===== src/rtl/tube_pkg.sv =====
// Shared constants and FSM encoding for the seven-segment tube formatter.
package tube_pkg;

  localparam logic        MODE_HEX   = 1'b0;
  localparam logic        MODE_DEC   = 1'b1;
  localparam int          BCD_W      = 40;
  localparam int          CONV_ITERS = 32;
  localparam logic [31:0] SAT_VALUE  = 32'h9999_9999;

  typedef enum logic [1:0] {
    IDLE,
    SHIFT,
    COMMIT
  } state_t;

endpackage


===== src/rtl/bcd_add3.sv =====
// Double-dabble digit correction: every BCD digit of 5 or more gets +3 before the shift.
module bcd_add3
  import tube_pkg::*;
#(
  parameter int NDIG = BCD_W / 4
) (
  input  logic [4*NDIG-1:0] bcd_in,
  output logic [4*NDIG-1:0] bcd_out
);

  always_comb begin
    bcd_out = bcd_in;
    for (int i = 0; i < NDIG; i++) begin
      if (bcd_in[4*i +: 4] >= 4'd5) begin
        bcd_out[4*i +: 4] = bcd_in[4*i +: 4] + 4'd3;
      end
    end
  end

endmodule


===== src/rtl/tube_data_fmt.sv =====
// Display word formatter: hex passthrough or sequential binary-to-BCD, with the
// shown value only ever replaced by a hex write or a completed conversion.
module tube_data_fmt
  import tube_pkg::*;
#(
  parameter int DIGITS = 8,
  parameter bit SAT_EN = 1'b1
) (
  input  logic                  clk,
  input  logic                  rst,
  input  logic                  wr_en,
  input  logic [31:0]           wr_data,
  input  logic                  wr_mode,
  output logic [4*DIGITS-1:0]   show_data,
  output logic                  busy,
  output logic                  ovf,
  output logic                  upd
);

  localparam int          SHOW_W    = 4 * DIGITS;
  localparam logic [4:0]  LAST_ITER = 5'(CONV_ITERS - 1);

  state_t             state, state_nx;
  logic [4:0]         cnt;
  logic [31:0]        bin_sr;
  logic [BCD_W-1:0]   bcd_sr;
  logic [BCD_W-1:0]   bcd_adj;
  logic               hex_wr, load, shift_en, commit;

  // Digits beyond the displayed ones mean the value does not fit on the tube.
  function automatic logic dec_ovf(input logic [BCD_W-1:0] bcd);
    return bcd[BCD_W-1:SHOW_W] != '0;
  endfunction

  function automatic logic [SHOW_W-1:0] sat_dec(input logic [BCD_W-1:0] bcd);
    if (SAT_EN && dec_ovf(bcd)) begin
      return SAT_VALUE;
    end
    return bcd[SHOW_W-1:0];
  endfunction

  bcd_add3 #(.NDIG(BCD_W / 4)) u_add3 (
    .bcd_in  (bcd_sr),
    .bcd_out (bcd_adj)
  );

  // A new write of either kind overrides whatever the FSM was doing.
  always_comb begin
    state_nx = state;
    hex_wr   = 1'b0;
    load     = 1'b0;
    shift_en = 1'b0;
    commit   = 1'b0;
    if (wr_en && wr_mode == MODE_HEX) begin
      hex_wr   = 1'b1;
      state_nx = IDLE;
    end else if (wr_en) begin
      load     = 1'b1;
      state_nx = SHIFT;
    end else begin
      case (state)
        SHIFT: begin
          shift_en = 1'b1;
          if (cnt == LAST_ITER) state_nx = COMMIT;
        end
        COMMIT: begin
          commit   = 1'b1;
          state_nx = IDLE;
        end
        default: ;
      endcase
    end
  end

  always_ff @(posedge clk) begin
    if (rst) begin
      state <= IDLE;
    end else begin
      state <= state_nx;
    end
  end

  always_ff @(posedge clk) begin
    if (rst) begin
      cnt       <= '0;
      bin_sr    <= '0;
      bcd_sr    <= '0;
      show_data <= '0;
      ovf       <= 1'b0;
      upd       <= 1'b0;
      busy      <= 1'b0;
    end else begin
      upd  <= hex_wr | commit;
      busy <= (state_nx != IDLE);
      if (hex_wr) begin
        show_data <= wr_data;
        ovf       <= 1'b0;
      end
      if (load) begin
        bin_sr <= wr_data;
        bcd_sr <= '0;
        cnt    <= '0;
      end
      if (shift_en) begin
        {bcd_sr, bin_sr} <= {bcd_adj, bin_sr} << 1;
        cnt              <= cnt + 5'd1;
      end
      if (commit) begin
        show_data <= sat_dec(bcd_sr);
        ovf       <= dec_ovf(bcd_sr);
      end
    end
  end

endmodule

===== config.mk =====
export PLATFORM = sky130hd
export DESIGN_NAME = tube_data_fmt
export DESIGN_NICKNAME = d
export VERILOG_FILES = /design/src/rtl/tube_pkg.sv /design/src/rtl/bcd_add3.sv /design/src/rtl/tube_data_fmt.sv
export SDC_FILE = /design/constraint.sdc
export NUM_CORES = 1
export LEC_CHECK = 0
export ABC_AREA = 1
export BUFFER_PORTS_ARGS = -buffer_cell sky130_fd_sc_hd__buf_2
export CORE_ASPECT_RATIO = 1.75
export CORE_MARGIN = 8
export CORE_UTILIZATION = 30
export DETAILED_ROUTE_END_ITERATION = 6
export GPL_TIMING_DRIVEN = 1
export SLEW_MARGIN = 20
export SYNTH_ARGS = -nofsm -noshare
export SYNTH_HDL_FRONTEND = slang
export SYNTH_SLANG_ARGS = --single-unit

===== constraint.sdc =====
create_clock -name clk -period 1.45 [get_ports clk]
set_input_delay 0.0725 -clock clk [delete_from_list [all_inputs] [get_ports clk]]
set_output_delay 0.0725 -clock clk [all_outputs]
set_load 0.05 [all_outputs]

==> After elaboration in Yosys (flattened, before gate mapping) <==
Cells that the tools add are included.
Widths: inputs -> output; s select.
{ "word_totals": {"output_inout_bits": 35, "word_cells": 79, "ff_bits": 114} }
{ "classes": {"bitwise": 2, "mux": 38, "n_lt_le_gt_ge": 10, "n_reduce_logical": 6, "n_eq_ne": 3, "addsub": 11} }
{ "ops": {"columns": ["cell", "count"], "rows": [
  ["$mux 32", 6],
  ["$mux 40", 2],
  ["$ge 4x3->1 const B", 10],
  ["$add 4x2->4 const B", 9],
  ["$mux 4", 9],
  ["$mux 1", 14],
  ["$mux 5", 2],
  ["$reduce_bool 8->1", 1],
  ["$mux 2", 3],
  ["$reduce_bool 2->1", 3],
  ["$add 5x1->5 const B", 1],
  ["$eq 5x5->1 const B", 1],
  ["$pmux 2 s2", 1],
  ["$add 3x2->3 const B", 1],
  ["$mux 3", 1],
  ["$eq 2x1->1 const B", 1],
  ["$eq 2x2->1 const B", 1],
  ["$reduce_or 2->1", 1],
  ["$logic_and 1x1->1", 1],
  ["$not 1->1", 1],
  ["$or 1x1->1", 1]
]} }

==> Logic depth before layout (Yosys ltp) <==
Gate-level depths: netlist (run 1).
{ "logic_depth": {"depth_word": 8, "depth_mapped": 10, "ltp_nobuf": 9} }

==> Modules after synthesis <==
A second synthesis (run 1) with hierarchy kept.
{ "unflattened": {"hier_cells": 927, "hier_area_um2": 6104.6} }
{ "by_module_without_submodules": {"columns": ["mod", "area_per_inst_um2", "n_inst", "seq_area_each_um2", "cells_each"], "rows": [
  ["tube_data_fmt", 4893.4, 1, 2282.2, 709],
  ["bcd_add3", 1211.2, 1, 0.0, 218]
]} }

==> Worst setup path before layout (run 1) <==
OpenSTA, ideal clock, no wires.
{ "synth_path": {"path_type": "register -> register", "from": "register bcd_sr[32]", "to": "register show_data[19]", "setup_slack_ns": 0.060, "required_time_ns": 1.337, "stages_incl_launch_ff": 9, "arrival_ns": 1.277, "period_less_slack_ns": 1.390, "path_cell_list": "dfxtp_1 > inv_1 > ha_1 > nand2_1 > nor3_4 > buf_4 > nand4_1 > nand2_1 > nand2_1"} }
{ "synth_between": {"elab_chain_len": 6} }
{ "synth_rtl": {"columns": ["element", "line", "source"], "rows": [
  ["from (decl)", "tube_data_fmt.sv:26", "logic [BCD_W-1:0] bcd_sr;"],
  ["from (signal assigned)", "tube_data_fmt.sv:105", "{bcd_sr, bin_sr} <= {bcd_adj, bin_sr} << 1;"],
  ["$reduce_bool 8->1", "tube_data_fmt.sv:32", "return bcd[BCD_W-1:SHOW_W] != '0;"],
  ["$mux 1", "tube_data_fmt.sv:36", "if (SAT_EN && dec_ovf(bcd)) begin"],
  ["$mux 1", "tube_data_fmt.sv:108", "if (commit) begin"],
  ["$mux 1", "tube_data_fmt.sv:84", "if (rst) begin"],
  ["$mux 32", "tube_data_fmt.sv:39", "return bcd[SHOW_W-1:0];"],
  ["$mux 32", "tube_data_fmt.sv:108", null],
  ["to (signal assigned)", "tube_data_fmt.sv:96", "show_data <= wr_data;"],
  ["to (signal assigned)", "tube_data_fmt.sv:109", "show_data <= sat_dec(bcd_sr);"],
  ["to (decl)", "tube_data_fmt.sv:14", "output logic [4*DIGITS-1:0] show_data,"]
]} }
Every way passes these cells. The select of a mux whose other input is x is not followed.
A chain may end at the register's enable or synchronous reset.

==> Worst setup path after layout (run 1) <==
{ "layout_path": {"from": "register state[0]", "to": "register bin_sr[12]"} }
{ "layout_between": {"elab_chain_len": 5, "word_cells_on_any_way": 6, "cone_classes": "eq/ne: 1; mux: 4; reduce/logical: 1"} }
{ "layout_rtl": {"columns": ["element", "line", "source"], "rows": [
  ["from (decl)", "tube_data_fmt.sv:23", "state_t state, state_nx;"],
  ["from (signal assigned)", "tube_data_fmt.sv:79", "state <= state_nx;"],
  ["$eq 2x1->1 *", "tube_data_fmt.sv:61", "case (state)"],
  ["$mux 1 *", "tube_data_fmt.sv:61", null],
  ["$mux 1 *", "tube_data_fmt.sv:57", "end else if (wr_en) begin"],
  ["$mux 1 *", "tube_data_fmt.sv:54", "if (wr_en && wr_mode == MODE_HEX) begin"],
  ["$mux 32 or $reduce_bool 2->1 (tied branches)", null, null],
  ["to (signal assigned)", "tube_data_fmt.sv:100", "bin_sr <= wr_data;"],
  ["to (signal assigned)", "tube_data_fmt.sv:105", null],
  ["to (decl)", "tube_data_fmt.sv:25", "logic [31:0] bin_sr;"]
]} }
Every way passes the cells marked *; elsewhere a longest branch is shown, timed or not.

==> out/metrics.csv, run 1 <==
stage,metric,value,unit
placement,io_buffers,70,
critical_path,arrival,1760,ps
global_routing,grt_pass1_wl,30300,µm
sta,layout_setup_ws,-27.8,ps
critical_path,endpoint_kind,flip-flop,
power,total_power,8.49,mW
floorplan,die-width,121,µm
global_routing,grt.overflow.total,0,
power,peakVddDrop,0.865,mV
route,drt_iter0_markers,362,
synth,yosysMostFrequentCell,nand2_1,
placement,hpwl,13900,µm
min_path,min_path_type,input port to flip-flop,
floorplan,fp-row-count,67,
route,via_per_inst,5.03,
global_routing,grt_start_max_net_pins,77,
outcome,violations,setup timing,
critical_path,rrSetupSlack,-30,ps
outcome,outcome,"complete, but fails checks",
floorplan,core_area,0.0190,mm²
critical_path,cp_num_buf_inv,3,
synth,avgSynthCellArea,6.84,µm²
critical_path,criticalPathCategory,flip-flop to flip-flop,
clock_network,clock-sinks,114,
sta,slew_headroom,0.739,
critical_path,ff2ff_path_depth,9,
synth,synthTopCellsByArea,"dfxtp_1, nand2_1, nor2_1",
floorplan,num_io_pins,71,
synth,ys_seq_elements,114,
route,vias,6184,
sta,tightest_slew,392,ps
critical_path,timing.rr.end,bin_sr[12]$_SDFFE_PP0P_,
route,wl_per_cell,16.7,µm
synth,synth_edf_count,0,
synth,synth_warnings,0,
floorplan,die_y,199,µm
sta,whs,36.6,ps
clock_network,cts_tree,done,
critical_path,path_cells,buf_6 > ha_4 > nand2_8 > clkinv_8 > buf_12 > nand2_1 > o21ai_1 > a21oi_1 > nor2_1,
synth,async_flop_share,0,
clock_network,cts_buffer_depth,2,
floorplan,initial_core_util,0.303,
global_routing,grt_pass1_vias,5894,
synth,synth_fp_nets,905,
route,wl,20500,µm
global_routing,antenna_found_initial,0,
sta,drv_slew,0,
critical_path,crit_required,1740,ps
sta,rsz0062_at_grt,true,
sta,finalHoldViolations,0,
route,drc,0,
layout,syn_to_final_growth,38.5,%
power,p_per_area,1060,mW/mm²
route,ant_nets,0,
critical_path,start_kind,flip-flop,
route,drt_pre_antenna_iters,5,
critical_path,worst_path_max_delay_cell,dfxtp_2,
layout,drive_above_1_share,0.222,
critical_path,slowest_delay,320,ps
synth,ys_types,24,
synth,synthTopCellsByCount,"nand2_1, dfxtp_1, nor2_1, a21oi_1, inv_1",
sta,tns,-27.8,ps
synth,seq_area_frac_synth,0.396,
placement,gp_congestion,0.850,
clock_network,numCtsBuffers,17,
sta,setup_viol,1,
critical_path,endpoint,bin_sr[12]$_SDFFE_PP0P_,
clock_network,htreeDepth,4,
synth,synth.top_cell.area_share,0.396,
critical_path,crit_fanout,6,
sta,min_period,1480,ps
synth,syn_inst,843,
sta,fmax,677,MHz
global_routing,track_usage,0.161,
critical_path,cp_top_family,buffers and inverters,
synth,synth_area,0.00577,mm²
layout,num-fill-cells,1886,
critical_path,crit_path_start,state[0]$_SDFF_PP0_,
synth,synthFlopType,dfxtp_1,
clock_network,cts_root_buf,clkbuf_16,
layout,diodes,0,
sta,fin_worst_skew,8.25,ps
clock_network,path_clk_slew,50,ps
power,leakage,3.57,nW
job,cap_violations,0,
layout,nets,1038,
clock_network,clock_latency,420,ps
synth,yosysTopAreaCell,dfxtp_1,
floorplan,die_area,0.0241,mm²
critical_path,reg2reg_from,state[0]$_SDFF_PP0_,
sta,period_share,1.02,
critical_path,cp.depth,9,
-- placed cells by master (no fill, tap or decap), types with 6 or more instances in the layout --
| cell type | n |
|---|---|
| nand2_1 | 235 |
| dfxtp_1 | 106 |
| nor2_1 | 99 |
| buf_2 | 70 |
| a21oi_1 | 67 |
| inv_1 | 55 |
| nand3_1 | 39 |
| buf_4 | 39 |
| nand4_1 | 38 |
| o21ai_0 | 37 |
| ha_1 | 22 |
| clkbuf_16 | 22 |
| dlygate4sd3_1 | 20 |
| a31oi_1 | 19 |
| o21ai_1 | 16 |
| buf_12 | 14 |
| inv_2 | 11 |
| o211ai_1 | 11 |
| nand2_4 | 7 |
| nor2_4 | 7 |
| dfxtp_2 | 7 |
| buf_6 | 6 |
-- cell families after synthesis --
logic type                 synth area share
AOI/OAI and AO/OA                     0.141
xor gates and xnor gates            0.00152
adders and majority gates            0.0564
buffers and inverters                0.0864
DFF                                   0.396
and+or+nand+nor                       0.319
-- metal layers --
layer | track usage | vias to the layer above | routed length [µm]
met4 | 0.0856 | 0 | 848
met3 | 0.0348 | 44 | 742
met2 | 0.292 | 148 | 10900
met1 | 0.169 | 2956 | 7990
met5 | 0 | - | 0
li1 | - | 3036 | -
-- sequential cells by signal, indices dropped and copies added, names as in the netlist --
register,count
show_data,32
cnt,5
state,2
ovf,1
busy,1
upd,1
bcd_sr,40
bin_sr,32
-- how the worst min path moves through the flow --
| stage | from | end | slack [ps] | depth (start not counted) |
|---|---|---|---|---|
| 2_1_floorplan | wr_data[0] | bin_sr[0]$_SDFFE_PP0P_ | 220 | 2 |
| 3_3_place_gp | wr_data[0] | bin_sr[0]$_SDFFE_PP0P_ | 360 | 3 |
| 3_5_place_dp | wr_data[27] | bin_sr[27]$_SDFFE_PP0P_ | 370 | 3 |
| 4_1_cts | wr_data[19] | show_data[19]$_SDFFE_PP0P_ | 30 | 5 |
| 5_1_grt | wr_data[19] | show_data[19]$_SDFFE_PP0P_ | 50 | 5 |
| 6_report | wr_data[19] | show_data[19]$_SDFFE_PP0P_ | 40 | 5 |
-- cell type report --
| class | instances | area [µm²] | area share |
|---|---|---|---|
| timing repair buffer | 155 | 1330 | 0.167 |
| inverter | 69 | 282 | 0.0352 |
| multi-input combinational | 618 | 3180 | 0.398 |
| timing repair inverter | 1 | 8.76 | 0.00110 |
| sequential | 114 | 2290 | 0.287 |
| tap | 241 | 302 | 0.0378 |
| clock inverter | 10 | 134 | 0.0168 |
| clock buffer | 21 | 460 | 0.0576 |
-- worst reg2reg max path: stages, from the launching register on --
cell and delay, ps:
dfxtp_2 320, buf_6 120, ha_4 170, nand2_8 120, clkinv_8 100, buf_12 140
nand2_1 50, o21ai_1 80, a21oi_1 190, nor2_1 70
-- power breakdown --
group	switching [mW]	internal, mW
Clock	1.49	2.77
Combinational	0.609	0.326
Sequential	0.0627	3.24
Total	2.16	6.33
-- metrics by stage --
stage	utilization	worst slack, ps	instance area, µm²	cells
after floorplan	-	59.9	5770	843
after global placement	0.353	-50.3	6730	1166
after detailed placement	0.353	-58.0	6730	1166
after CTS	0.396	12.0	7530	1217
after global routing	0.420	-88.5	7990	1229
final	0.420	-27.8	7990	1229
-- what timing repair did --
item | 4_1_cts | 5_1_grt
hold endpoints to repair | 20 | 0
resized for setup | 9 | 85
pin swaps | 1 | 13
hold buffers | 20 | 0
setup endpoints to repair | 21 | 80
buffers inserted | 0 | 5
gates cloned | 0 | 7
No activity file was read; power rests on OpenSTA's default activity.
==> run 2, diff against run 1 <==
Settings changed: CAP_MARGIN set to 20, HOLD_SLACK_MARGIN set to 0.12, PLACE_DENSITY_LB_ADDON set to 0.12.
==> out/metrics.csv, run 2 (same netlist as run 1, synthesis figures left out) <==
stage,metric,value,unit,change
global_routing,grt.overflow.total,0,,unchanged
power,total_power,8.66,mW,+1.9%
power,p_clk_frac,0.506,,+0.005
sta,fin_worst_skew,10.8,ps,+2.57 ps
placement,gp_congestion,0.832,,-2.0%
critical_path,endpoint_kind,flip-flop,,
floorplan,num_io_pins,71,,unchanged
clock_network,cts_root_buf,clkbuf_16,,
floorplan,die_y,199,µm,unchanged
global_routing,met2_usage,0.314,,+0.0225
floorplan,fp-row-count,67,,unchanged
placement,hpwl,14400,µm,+3.3%
sta,tns,-230,ps,-202 ps
global_routing,globalRouteMet1Util,0.186,,+0.0173
sta,setup_viol,13,,+12
outcome,violations,setup timing,,
floorplan,initial_core_util,0.303,,unchanged
sta,rsz0062_at_grt,true,,
sta,fmax,671,MHz,-0.86%
sta,finalHoldViolations,0,,unchanged
outcome,outcome,"complete, but fails checks",,
layout,largest_register,bcd_sr,,
power,power_switching,2.20,mW,+2.0%
route,vias,6167,,-0.27%
critical_path,start_kind,flip-flop,,
global_routing,grt_start_max_net_pins,56,,-27%
critical_path,crit_required,1770,ps,+30 ps
floorplan,core_area,0.0190,mm²,unchanged
min_path,min_path_type,input port to flip-flop,,
global_routing,busiest_layer,met2,,
power,p_comb_frac,0.112,,+0.002
clock_network,cts_tree,done,,
route,wl,21700,µm,+6.1%
clock_network,clock_latency,420,ps,about the same
critical_path,arrival,1810,ps,+50 ps
critical_path,criticalPathCategory,flip-flop to flip-flop,,
floorplan,die_area,0.0241,mm²,unchanged
clock_network,cts_buffer_depth,2,,unchanged
layout,syn_to_final_growth,43.1,%,
layout,diodes,0,,unchanged
global_routing,antenna_found_initial,0,,unchanged
sta,drv_slew,0,,unchanged
global_routing,track_usage,0.171,,+0.0101
layout,mostFrequentLayoutCells,"nand2_1, dfxtp_1, nor2_1",,
sta,slew_headroom,0.780,,+0.0415
global_routing,grt_pass1_wl,31800,µm,+4.8%
layout,final_common_cell,nand2_1,,
placement,io_buffers,70,,unchanged
route,ant_nets,0,,unchanged
power,p_per_area,1050,mW/mm²,-1.4%
layout,nets,1056,,+1.7%
power,peakVddDrop,0.683,mV,-21%
route,drt_pre_antenna_iters,4,,-1
clock_network,htreeDepth,4,,unchanged
sta,tightest_slew,329,ps,-62.2 ps
power,p_sw_frac,0.255,,about the same
sta,period_share,1.03,,+0.00886
route,drc,0,,unchanged
job,cap_violations,0,,unchanged
layout,largest_reg_flops,40,,unchanged
floorplan,die-width,121,µm,unchanged
global_routing,use_met3,0.0297,,-0.00509
route,wl_per_cell,17.4,µm,+4.6%
clock_network,numCtsBuffers,17,,unchanged
layout,drive_above_1_share,0.237,,+0.0149
sta,layout_setup_ws,-40.7,ps,-12.9 ps
clock_network,clock-sinks,114,,unchanged
sta,min_period,1490,ps,+12.9 ps
clock_network,path_clk_slew,60,ps,about the same
layout,reg_top3,"bcd_sr: 40 flops, bin_sr: 32 flops, show_data: 32 flops",,
power,leakage,3.69,nW,+3.2%
power,p_int,6.45,mW,+1.9%
route,via_per_inst,4.95,,-1.7%
critical_path,crit_fanout,6,,unchanged
power,seq_power_share,0.381,,-0.007
global_routing,grt_pass1_vias,6050,,+2.6%
route,drt_iter0_markers,356,,-1.7%
==> run 2: changes by cell type in the layout (fill, tap and decap cells not counted), moves of 3 or more <==
cell,change
dlygate4sd3_1,+13
a21oi_1,-10
a21oi_2,+10
buf_4,+4
inv_1,+4
inv_2,-4
o21ai_0,-4
clkbuf_16,+3
nor2_1,-3
nor2_4,+3
==> run 2: worst paths after layout <==
check	from	end	slack [ps]	cells after the start
setup / recovery	bcd_sr[32]$_SDFFE_PP0P_	show_data[19]$_SDFFE_PP0P_	-40	9
hold / removal	rst	bcd_sr[3]$_SDFFE_PP0P_	140	3
setup reg to reg	bcd_sr[32]$_SDFFE_PP0P_	show_data[19]$_SDFFE_PP0P_	-40	9
hold reg to reg	show_data[3]$_SDFFE_PP0P_	show_data[3]$_SDFFE_PP0P_	450	2
==> run 2: power by group through the flow <==
stage | sequential (mW) | clock [mW] | combinational, mW
6_report | 3.30 | 4.38 | 0.972
4_1_cts | 3.30 | 4.46 | 0.866
5_1_grt | 3.31 | 4.60 | 1.04
3_5_place_dp | 3.36 | 0 | 0.792
2_1_floorplan | 3.53 | 0 | 0.302
3_3_place_gp | 3.37 | 0 | 0.793
==> run 2: layout make-up <==
| cell class | instances | area (µm²) |
|---|---|---|
| clock buffers | 22 | 484 |
| clock inverters | 9 | 129 |
| fillers | 1998 | 10800 |
| inverters | 69 | 289 |
| multi-input cells | 618 | 3220 |
| flip-flops and latches | 114 | 2290 |
| well taps | 241 | 302 |
| repair buffers | 174 | 1530 |
==> run 2: per-stage QoR <==
| stage | hold WS (ps) | instance area, µm² | util | cells | setup WS (ps) |
|---|---|---|---|---|---|
| detailed placement | 354 | 6730 | 0.354 | 1167 | -9.95 |
| floorplan | 221 | 5770 | - | 843 | 59.9 |
| global route | 164 | 8250 | 0.434 | 1247 | -82.4 |
| finish | 144 | 8250 | 0.434 | 1247 | -40.7 |
| global placement | 351 | 6730 | 0.354 | 1167 | 0.897 |
| CTS | 143 | 7690 | 0.404 | 1232 | -15.6 |
==> run 2: critical path, cell delays in order, from the launching register on <==
cell	delay [ps]
dfxtp_1	310
inv_2	80
ha_4	140
nand2_4	50
nor3_4	240
buf_6	150
clkbuf_16	140
nand4_1	130
nand2_1	100
nand2_1	40
==> run 2: per-layer routing <==
| layer | wire [µm] | vias to the layer above |
|---|---|---|
| met5 | 0 | - |
| met4 | 609 | 0 |
| met3 | 706 | 33 |
| met2 | 11500 | 125 |
| met1 | 8930 | 2937 |
| li1 | - | 3072 |
==> run 2: repair_timing <==
action,CTS,global route
pin swaps,0,25
cloned,0,9
hold buffers,33,0
gates resized for setup,1,108
endpoints found under the setup margin,8,104
setup buffers,1,6
endpoints found under the hold margin,65,0
